$ cat src/rtl/platform_pkg.sv
// Shared constants and rider-state encoding for the platform and platform_rider blocks.
// Includes the x-overlap helper used by both contact and rider detection.
package platform_pkg;

  localparam int PF_W       = 48;
  localparam int PF_H       = 16;
  localparam int BTN_W      = 16;
  localparam int BTN_H      = 4;
  localparam int TILE_SHIFT = 4;

  typedef enum logic [1:0] {FREE, LANDING, RIDING} rider_state_t;

  localparam logic [1:0] ST_FREE    = 2'd0;
  localparam logic [1:0] ST_LANDING = 2'd1;
  localparam logic [1:0] ST_RIDING  = 2'd2;

  // Widened operands so that ox+w and px+pw never wrap.
  function automatic logic x_overlap(input logic [9:0] px, input logic [14:0] ox,
                                     input logic [14:0] w, input logic [14:0] pw);
    logic [14:0] pxw;
    pxw = {5'd0, px};
    return (pxw < ox + w) && (pxw + pw > ox);
  endfunction

endpackage

$ cat src/rtl/platform_rider_fsm.sv
// Per-player rider tracker: FREE/LANDING/RIDING state, latched platform index
// and the registered vertical carry offset.
module rider_fsm
  import platform_pkg::*;
(
  input  logic              frame_clk,
  input  logic              RESET,
  input  logic [9:0]        feet_y,
  input  logic [1:0]        pf_xov,
  input  logic [9:0]        pf_y [2],
  input  logic signed [1:0] pf_dy [2],
  output logic              riding,
  output logic              ride_pf,
  output logic signed [1:0] carry_dy
);

  logic [1:0]        state, state_nx;
  logic              sel_nx;
  logic              land0, land1, on_sel, jump_away, too_far;
  logic signed [10:0] diff;
  logic signed [1:0] carry_nx;

  always_comb begin
    state_nx  = state;
    sel_nx    = ride_pf;
    land0     = pf_xov[0] && (feet_y == pf_y[0]);
    land1     = pf_xov[1] && (feet_y == pf_y[1]);
    on_sel    = pf_xov[ride_pf] && (feet_y == pf_y[ride_pf]);
    diff      = $signed({1'b0, feet_y}) - $signed({1'b0, pf_y[ride_pf]});
    too_far   = (diff > 11'sd1) || (diff < -11'sd1);
    jump_away = ({1'b0, feet_y} + 11'd1) < {1'b0, pf_y[ride_pf]};

    case (state)
      ST_FREE: begin
        if (land0) begin
          state_nx = ST_LANDING;
          sel_nx   = 1'b0;
        end else if (land1) begin
          state_nx = ST_LANDING;
          sel_nx   = 1'b1;
        end
      end
      ST_LANDING: state_nx = on_sel ? ST_RIDING : ST_FREE;
      ST_RIDING:  if (!pf_xov[ride_pf] || too_far) state_nx = ST_FREE;
      default:    state_nx = ST_FREE;
    endcase

    // A jump clears attachment regardless of how far the FSM got.
    if (state != ST_FREE && jump_away) state_nx = ST_FREE;

    carry_nx = (state_nx == ST_RIDING) ? pf_dy[sel_nx] : 2'sd0;
  end

  always_ff @(posedge frame_clk or posedge RESET) begin
    if (RESET) begin
      state    <= ST_FREE;
      ride_pf  <= 1'b0;
      carry_dy <= 2'sd0;
    end else begin
      state    <= state_nx;
      ride_pf  <= sel_nx;
      carry_dy <= carry_nx;
    end
  end

  assign riding = (state == ST_RIDING);

endmodule

$ cat src/rtl/platform_rider.sv
// Button-press detection and platform-rider tracking for two players, once per frame.
// PLATFORM_RIDER_HOLD_EN enables the per-button hold counters (HOLD frames of trailing trigger).
module platform_rider
  import platform_pkg::*;
#(
  parameter int PW   = 16,
  parameter int PH   = 32,
  parameter int HOLD = 8
) (
  input  logic              frame_clk,
  input  logic              RESET,
  input  logic [9:0]        playerX [2],
  input  logic [9:0]        playerY [2],
  input  logic [9:0]        pfX [2],
  input  logic [9:0]        pfY [2],
  input  logic [9:0]        buttonX [4],
  input  logic [9:0]        buttonY [4],
  output logic [3:0]        buttonTrigger [2],
  output logic              riding [2],
  output logic              ridePf [2],
  output logic signed [1:0] carryDY [2]
);

  logic [9:0]        feet [2];
  logic [3:0]        contact [2];
  logic [1:0]        pf_xov [2];
  logic [9:0]        pfYq [2];
  logic signed [1:0] pf_dy [2];

  always_comb begin
    logic [14:0] bx, by, fw;
    bx = '0;
    by = '0;
    fw = '0;
    for (int p = 0; p < 2; p++) begin
      feet[p] = playerY[p] + 10'(PH);
      fw      = {5'd0, feet[p]};
      for (int b = 0; b < 4; b++) begin
        bx = {5'd0, buttonX[b]} << TILE_SHIFT;
        by = {5'd0, buttonY[b]} << TILE_SHIFT;
        contact[p][b] = x_overlap(playerX[p], bx, 15'(BTN_W), 15'(PW)) &&
                        (fw >= by) && (fw < by + 15'(BTN_H));
      end
      for (int k = 0; k < 2; k++)
        pf_xov[p][k] = x_overlap(playerX[p], {5'd0, pfX[k]}, 15'(PF_W), 15'(PW));
    end
    for (int k = 0; k < 2; k++)
      pf_dy[k] = 2'(pfY[k] - pfYq[k]);
  end

  // Loaded every frame, reset included, so the first post-reset delta is zero.
  always_ff @(posedge frame_clk) begin
    pfYq <= pfY;
  end

`ifdef PLATFORM_RIDER_HOLD_EN
  localparam logic [3:0] HOLD_LD = 4'(HOLD);

  logic [3:0] hold_cnt [2][4];

  always_ff @(posedge frame_clk or posedge RESET) begin
    if (RESET) begin
      for (int p = 0; p < 2; p++) begin
        buttonTrigger[p] <= '0;
        for (int b = 0; b < 4; b++) hold_cnt[p][b] <= '0;
      end
    end else begin
      for (int p = 0; p < 2; p++) begin
        for (int b = 0; b < 4; b++) begin
          buttonTrigger[p][b] <= contact[p][b] || (hold_cnt[p][b] != 4'd0);
          if (contact[p][b])
            hold_cnt[p][b] <= HOLD_LD;
          else if (hold_cnt[p][b] != 4'd0)
            hold_cnt[p][b] <= hold_cnt[p][b] - 4'd1;
        end
      end
    end
  end
`else
  always_ff @(posedge frame_clk or posedge RESET) begin
    if (RESET) begin
      for (int p = 0; p < 2; p++) buttonTrigger[p] <= '0;
    end else begin
      for (int p = 0; p < 2; p++) buttonTrigger[p] <= contact[p];
    end
  end
`endif

  for (genvar p = 0; p < 2; p++) begin : g_rider
    rider_fsm u_rider_fsm (
      .frame_clk (frame_clk),
      .RESET     (RESET),
      .feet_y    (feet[p]),
      .pf_xov    (pf_xov[p]),
      .pf_y      (pfY),
      .pf_dy     (pf_dy),
      .riding    (riding[p]),
      .ride_pf   (ridePf[p]),
      .carry_dy  (carryDY[p])
    );
  end

endmodule

$ cat config.mk
export PLATFORM = sky130hd
export DESIGN_NAME = platform_rider
export DESIGN_NICKNAME = d
export VERILOG_FILES = /design/src/rtl/platform_pkg.sv /design/src/rtl/platform_rider_fsm.sv /design/src/rtl/platform_rider.sv
export SDC_FILE = /design/constraint.sdc
export NUM_CORES = 1
export LEC_CHECK = 0
export BUFFER_PORTS_ARGS = -buffer_cell sky130_fd_sc_hd__buf_2
export CAP_MARGIN = 20
export CORE_MARGIN = 5
export CORE_UTILIZATION = 40
export DETAILED_ROUTE_END_ITERATION = 12
export PLACE_DENSITY = 0.72
export SYNTH_ARGS = -nofsm -noshare
export SYNTH_HDL_FRONTEND = slang
export SYNTH_SLANG_ARGS = --single-unit
$ cat constraint.sdc
create_clock -name frame_clk -period 3.5 [get_ports frame_clk]
set_clock_uncertainty 0.05 [all_clocks]
set_input_delay 0.7 -clock frame_clk [delete_from_list [all_inputs] [get_ports frame_clk]]
set_output_delay 0.7 -clock frame_clk [all_outputs]
set_load 0.005 [all_outputs]
* Yosys cells after proc, flatten, opt, wreduce, memory -nomap -nowiden
Index checks and enable logic that the tools add are counted.
** Storage, ports and cells
- Register bits after elaboration :: 22
- Latch bits :: 0
- Memory bits (writable) :: 0
- ROM bits :: 0
- Input bits :: 162
- Output and inout bits :: 16
- Logic and storage cells :: 180
- Memories kept :: 0
** Cells by class
- $add $sub $neg :: 20
- Multiply operators :: 0
- Div/mod/pow operators :: 0
- $lt $le $gt $ge :: 52
- Equality and inequality tests :: 12
- Shift-type cells :: 0
- Muxes and demuxes :: 36
- Bitwise operators :: 4
- Reduce and logical (&&, ||, !) cells :: 46
** Operator list (count)
- 10-bit by 15-bit < comparator with 1-bit output :: 19
- 15-bit by 14-bit greater-than comparator with 1-bit output :: 8
- 10-bit by 14-bit >= comparator with 1-bit output :: 8
- 14-bit by 3-bit adder with 15-bit output (second input constant) :: 4
- 14-bit by 5-bit adder with 15-bit output (second input constant) :: 4
- 10-bit equality test :: 6
- 10-bit two-way mux :: 6
- 15-bit by 10-bit greater-than comparator with 1-bit output :: 3
- 1-bit logical AND :: 36
- 2-bit two-way mux :: 18
- 10-bit by 1-bit adder with 11-bit output (second input constant) :: 2
- 10-bit by 5-bit adder with 11-bit output (second input constant) :: 2
- 10-bit by 6-bit adder with 11-bit output (second input constant) :: 2
- 11-bit by 2-bit greater-than comparator with 1-bit output (second input constant) :: 2
- 11-bit by 1-bit < comparator with 1-bit output (second input constant) :: 2
- 11-bit by 10-bit < comparator with 1-bit output :: 2
- 10-bit by 10-bit subtractor with 11-bit output :: 2
- 10-bit by 6-bit adder with 10-bit output (second input constant) :: 2
- 2-bit one-hot mux with 3 select lines :: 2
- 11-bit by 10-bit greater-than comparator with 1-bit output :: 1
- 10-bit by 11-bit < comparator with 1-bit output :: 1
- 1-bit two-way mux :: 10
- 2-bit equality test (second input constant) :: 4
- 2-bit >= comparator (second input constant) :: 4
- other kinds (8) :: 20

* Depth between registers and ports, before layout
- Word-level depth :: 13
- Mapped depth :: 15
- Gate-level depth less buffers :: 13

* By module
From an unflattened synthesis, not the netlist that was laid out.
** Unflattened totals
- Cells, all modules :: 1131
- Area total of the unflattened synthesis :: 9198.8 sq um
** Modules (own cells, without submodules)
- platform_rider :: times used 1, cells each 773, area each 6288.5 sq um, seq. area each 280.3 sq um
- rider_fsm :: times used 2, cells each 179, area each 1455.1 sq um, seq. area each 125.1 sq um

* Worst setup path before layout
Ideal clock, no wire load.
- Path type :: flip-flop to flip-flop
- Start :: register g_rider[0].u_rider_fsm.ride_pf
- End :: register g_rider[0].u_rider_fsm.carry_dy[1]
- Setup time :: 0.086 ns
- Arrival :: 3.227 ns
- Required time :: 3.364 ns
- Slack :: 0.137 ns
- Cell stages (with the launch flop) :: 12
- Buffers on the path :: 1
- Clock period less this slack :: 3.363 ns
- Path through :: dfrtp_1 > buf_1 > mux2i_1 > ha_1 > nor2b_1 > o2111a_1 > o211a_1 > o21a_1 > or4_1 > nor4_1 > a21oi_1 > nor3_1
** Between the ends
- Cells in the longest elaborated chain, start to end :: 13
- Elaborated cells on any way between the ends :: 29
- Those cells by class :: add/sub (1); order compare (3); eq/ne (2); mux (16); bitwise (2); reduce/logical (5)
** Ends and longest elaborated chain
- from (decl) :: line platform_rider_fsm.sv:13 : output logic ride_pf,
- from (signal assigned) :: line platform_rider_fsm.sv:61 : ride_pf <= sel_nx;
- 1-bit NOT with 2-bit output (implied by the code) :: line platform_rider_fsm.sv:28, platform_rider_fsm.sv:29, platform_rider_fsm.sv:31
- 10-bit two-way mux (implied by the code) (3 in series) :: line platform_rider_fsm.sv:28, platform_rider_fsm.sv:29, platform_rider_fsm.sv:31
- 10-bit by 10-bit subtractor with 11-bit output :: line platform_rider_fsm.sv:29 : diff = $signed({1'b0, feet_y}) - $signed({1'b0, pf_y[ride_pf]});
- 11-bit by 2-bit greater-than comparator with 1-bit output / 11-bit by 1-bit < comparator with 1-bit output (equally long branches) :: line platform_rider_fsm.sv:30 : too_far = (diff > 11'sd1) || (diff < -11'sd1);
- 1-bit logical OR :: line platform_rider_fsm.sv:30
- 1-bit logical OR :: line platform_rider_fsm.sv:44 : ST_RIDING: if (!pf_xov[ride_pf] || too_far) state_nx = ST_FREE;
- 2-bit two-way mux :: line platform_rider_fsm.sv:44
- 2-bit one-hot mux with 3 select lines :: line platform_rider_fsm.sv:33 : case (state)
- 2-bit two-way mux :: line platform_rider_fsm.sv:49 : if (state != ST_FREE && jump_away) state_nx = ST_FREE;
- 2-bit equality test :: line platform_rider_fsm.sv:51 : carry_nx = (state_nx == ST_RIDING) ? pf_dy[sel_nx] : 2'sd0;
- 2-bit two-way mux * :: line platform_rider_fsm.sv:51
- net g_rider[0].u_rider_fsm.carry_nx[1] :: line platform_rider_fsm.sv:21 : logic signed [1:0] carry_nx;
- to (signal assigned) :: line platform_rider_fsm.sv:62 : carry_dy <= carry_nx;
- to (decl) :: line platform_rider_fsm.sv:14 : output logic signed [1:0] carry_dy
Mark *: on every way through the listed nets, which the timed path passes. The rest lies on a longest branch. The select of a mux whose other input is x is not followed.

* Final worst setup path
- Start :: input port pfX[4] (netlist name)
- End :: register g_rider[1].u_rider_fsm.carry_dy[0]
** Between the ends
- Cells in the longest elaborated chain, start to end :: 12
- Elaborated cells on any way between the ends :: 25
- Those cells by class :: add/sub (1); order compare (2); eq/ne (1); mux (15); bitwise (1); reduce/logical (5)
** Ends and longest elaborated chain
- from (decl) :: line platform_rider.sv:14 : input logic [9:0] pfX [2],
- 10-bit by 6-bit adder with 11-bit output :: line platform_pkg.sv:22 : return (pxw < ox + w) && (pxw + pw > ox);
- 10-bit by 15-bit < comparator with 1-bit output :: line platform_pkg.sv:22
- 1-bit logical AND * :: line platform_pkg.sv:22
- 1-bit logical AND * :: line platform_rider_fsm.sv:27 : land1 = pf_xov[1] && (feet_y == pf_y[1]);
- 1-bit two-way mux * :: line platform_rider_fsm.sv:38 : end else if (land1) begin
- 1-bit two-way mux * :: line platform_rider_fsm.sv:35 : if (land0) begin
- 1-bit two-way mux * :: line platform_rider_fsm.sv:33
- net g_rider[1].u_rider_fsm.sel_nx :: line platform_rider_fsm.sv:18 : logic sel_nx;
- 1-bit NOT with 2-bit output (implied by the code) * :: line platform_rider_fsm.sv:51
- 2-bit two-way mux (implied by the code) * (3 in series) :: line platform_rider_fsm.sv:51
- 2-bit two-way mux * :: line platform_rider_fsm.sv:51
- net g_rider[1].u_rider_fsm.carry_nx[0] :: line platform_rider_fsm.sv:21
- to (signal assigned) :: line platform_rider_fsm.sv:62
- to (decl) :: line platform_rider_fsm.sv:14
Marks and branches as above.

==> flow_summary_export.csv <==
group,metric,value,unit
critical_path,required,3.62,ns
power_and_ir_drop,powerDensity,191.5,nW/µm²
grt,grt_pass1_vias,9551,
critical_path,rr_endpoint,"g_rider[0].u_rider_fsm.carry_dy[1]",
floorplanning,dieHeight,163.8,µm
clocking,cts_tree,"yes",
finish,design_area,11420,µm²
synth,synth_warnings,0,
timing,timing.final.crit_share,93.94,%
placement,io_buffers,177,
clocking,hold_buffers,0,
timing,min_period,3.288,ns
placement,preCtsSetupSlack,-0.1372,ns
drt,drt_pass1_iterations,5,
flow_run,drv_cap,0,
grt,gr-total-overflow,0,
power_and_ir_drop,netSwitchingFraction,45.29,%
clocking,post-cts-setup-buffers,0,
grt,grt_max_degree,19,
critical_path,cp_cell_sequence,"buf_2 -> inv_1 -> ha_1 -> nor2_1 -> xnor2_1 -> ha_1 -> a21o_1 -> a21oi_1 -> nor2_1 -> nor4_2 -> and3_1 -> a2bb2oi_2 -> mux2_1 -> nor3b_1",
drt,antenna_left,0,
floorplanning,start_util,40.44,%
synth,postSynth.asyncResetShare,81.82,%
drt,drt-initial-drc-count,587,
synth,synth_top_area_cell,"ha_1",
synth,syn_area,9464,µm²
drt,drc,0,
timing,finalHoldViolations,0,
clocking,path_clk_slew,0.06,ns
clocking,clk_latency,0.27,ns
clocking,cts_root_buf,"clkbuf_16",
critical_path,critPathArrivalTime,3.41,ns
synth,synth_seq_area_share,5.605,%
floorplanning,core_area,23400,µm²
clocking,cts_sinks,22,
floorplanning,die_w,163.8,µm
synth,ys.flop_type,"dfrtp_1",
critical_path,worstSetupPathType,"input pin to flop",
drt,via_per_inst,5.650,
power_and_ir_drop,clkPwrFrac,15.4,%
clocking,cts_buffers,3,
critical_path,worstSetupEndpoint,"g_rider[1].u_rider_fsm.carry_dy[0]",
status,status,"completed",
grt,antenna_found_initial,3,
finish,nNetsFinal,1859,
synth,syn-num-nets,1610,
synth,ys_top_cells_by_area,"ha_1 38%, xnor2_1 7.4%, dfrtp_1 4.8%",
finish,final_cell_mix,"284 x ha_1, 177 x buf_2, 105 x inv_1",
timing,slew_headroom,46.42,%
synth,syn_inst,1162,
finish,mostFrequentLayoutCell,"ha_1",
power_and_ir_drop,switching_power,991.0,µW
critical_path,rr_worst_depth,10,
timing,finalSetupViolCount,0,
floorplanning,dieArea,26840,µm²
critical_path,timing.rr.start,"g_rider[0].u_rider_fsm.ride_pf",
power_and_ir_drop,power.internal,1197,µW
critical_path,reg2reg_setup_slack,0.28,ns
finish,drive_gt1_share,20.85,%
synth,synth_top_area_share,37.55,%
critical_path,worstSetupStartpointType,"input pin",
critical_path,max_stage_delay,0.36,ns
finish,syn_to_final_growth,20.72,%
floorplanning,fp-row-count,56,
drt,wl,32080,µm
power_and_ir_drop,p_leak,0.005740,µW
timing,hold_slack,0.5264,ns
placement,placed_area,11280,µm²
grt,grt_usage,22.93,%
power_and_ir_drop,p_seq_share,11.9,%
timing,maxSlewViolCount,0,
min_path,hold_class,"input pin to asynchronous set/reset pin",
timing,fin_ws,0.2123,ns
timing,max_clock_freq,0.3042,GHz
power_and_ir_drop,power.ir.vdd_worst,0.0001601,V
drt,vias,9781,
placement,gp_congestion,0.9416,
placement,dpl.hpwl,27890,µm
synth,synth_edf_count,0,
drt,post_drt_wl_per_cell,18.53,µm
power_and_ir_drop,combPwrFrac,72.7,%
timing,tightest_slew,0.8028,ns
grt,grt_pass1_wl,49020,µm
critical_path,worstPathMaxFanout,3,
critical_path,crit_start,"pfX[4]",
clocking,clk_path_buf_depth,2,
critical_path,end_kind,"flop",
critical_path,cp_slowest_cell,"nor4_2",
synth,yosys.cell_types.count,76,
clocking,h-tree-depth,1,
synth,ys_ff_latch,22,
finish,final_cells,1731,
synth,postSynthAreaPerCell,8.145,µm²
floorplanning,io_pins,178,
placement,dp.cells,1725,
[synth_stat cells, drive strengths merged (5+ instances only)]
cell type  instances
ha               284
inv              107
xnor2             82
nand3             58
a21oi             56
o21ai             56
o21a              54
nand2             48
nor3              39
nor2              38
nand4             33
nor2b             33
xor2              31
nor4              25
nand2b            23
mux2i             21
a21o              18
dfrtp             18
buf               10
a211oi             7
clkbuf             7
or3                7
a211o              6
a31oi              6
or4                6
nand3b             5
nor3b              5
o2111ai            5
o21bai             5
[worst min path at each step]
| stage | depth (start not counted) | to | slack (ns) |
|---|---|---|---|
| detailed placement | 3 | g_rider[1].u_rider_fsm.carry_dy[0] | 0.61 |
| floorplan | 3 | g_rider[1].u_rider_fsm.carry_dy[0] | 0.55 |
| CTS | 2 | g_rider[0].u_rider_fsm.carry_dy[0] | 0.56 |
| global placement | 3 | g_rider[1].u_rider_fsm.carry_dy[0] | 0.61 |
| finish | 2 | g_rider[0].u_rider_fsm.carry_dy[0] | 0.53 |
| global route | 2 | g_rider[0].u_rider_fsm.carry_dy[0] | 0.60 |
[layout make-up]
| class | count | area [µm²] |
|---|---|---|
| fillers | 2332 | 11980 |
| multi-input cells | 1016 | 8466 |
| repair buffers | 261 | 1516 |
| flip-flops and latches | 22 | 531.8 |
| inverters | 107 | 401.6 |
| well taps | 319 | 399.1 |
| clock buffers | 3 | 75.07 |
| clock inverters | 1 | 30.03 |
| diodes | 2 | 5.005 |
[power groups by stage]
stage / combinational, µW / clock (µW) / sequential, µW
CTS: 1560 / 338 / 260
finish: 1590 / 337 / 260
floorplan: 1000 / 0 / 263
global route: 1780 / 350 / 260
detailed placement: 1550 / 0 / 265
global placement: 1510 / 0 / 264
[per-layer routing]
| layer | up-vias | wire length (µm) | track usage, % |
|---|---|---|---|
| met5 | - | 21 | 0 |
| met4 | 4 | 964 | 6.367 |
| met3 | 65 | 2472 | 3.087 |
| met2 | 382 | 15390 | 40.94 |
| met1 | 4544 | 13230 | 28.85 |
| li1 | 4786 | - | - |
[critical path: cells and delay by family]
family	cells	cell delay [ns]
and+or+nand+nor	5	1.00
adders and majority gates	2	0.51
AOI/OAI and AO/OA	3	0.51
muxes	1	0.34
xor gates and xnor gates	1	0.18
buffers and inverters	2	0.16
[registers in the layout, indices dropped and copies added, names as in the netlist]
name                          flops
g_rider.u_rider_fsm.state         4
g_rider.u_rider_fsm.ride_pf       2
pfYq                              4
buttonTrigger                     8
g_rider.u_rider_fsm.carry_dy      4
[timing repair]
item | CTS | global route
setup endpoints to repair | 0 | 4
gates resized for setup | 0 | 7
hold endpoints to repair | 0 | 0
[kinds of logic after synthesis]
kind of cell	count (synthesis)	share of synthesized area [%]
and+or+nand+nor	341	19.90
adders and majority gates	287	38.09
AOI/OAI and AO/OA	252	17.66
buffers and inverters	124	5.275
xor gates and xnor gates	113	10.97
muxes	23	2.499
DFF	22	5.606
[through the flow]
step	total power (µW)	util, %	TNS (ns)
after floorplan	1266	-	0
after global placement	1773	48.21	-0.1168
after detailed placement	1818	48.21	-0.4313
after CTS	2162	48.66	0
after global routing	2385	48.81	-0.03586
final	2188	48.82	0
(Power assumes the default switching activity.)
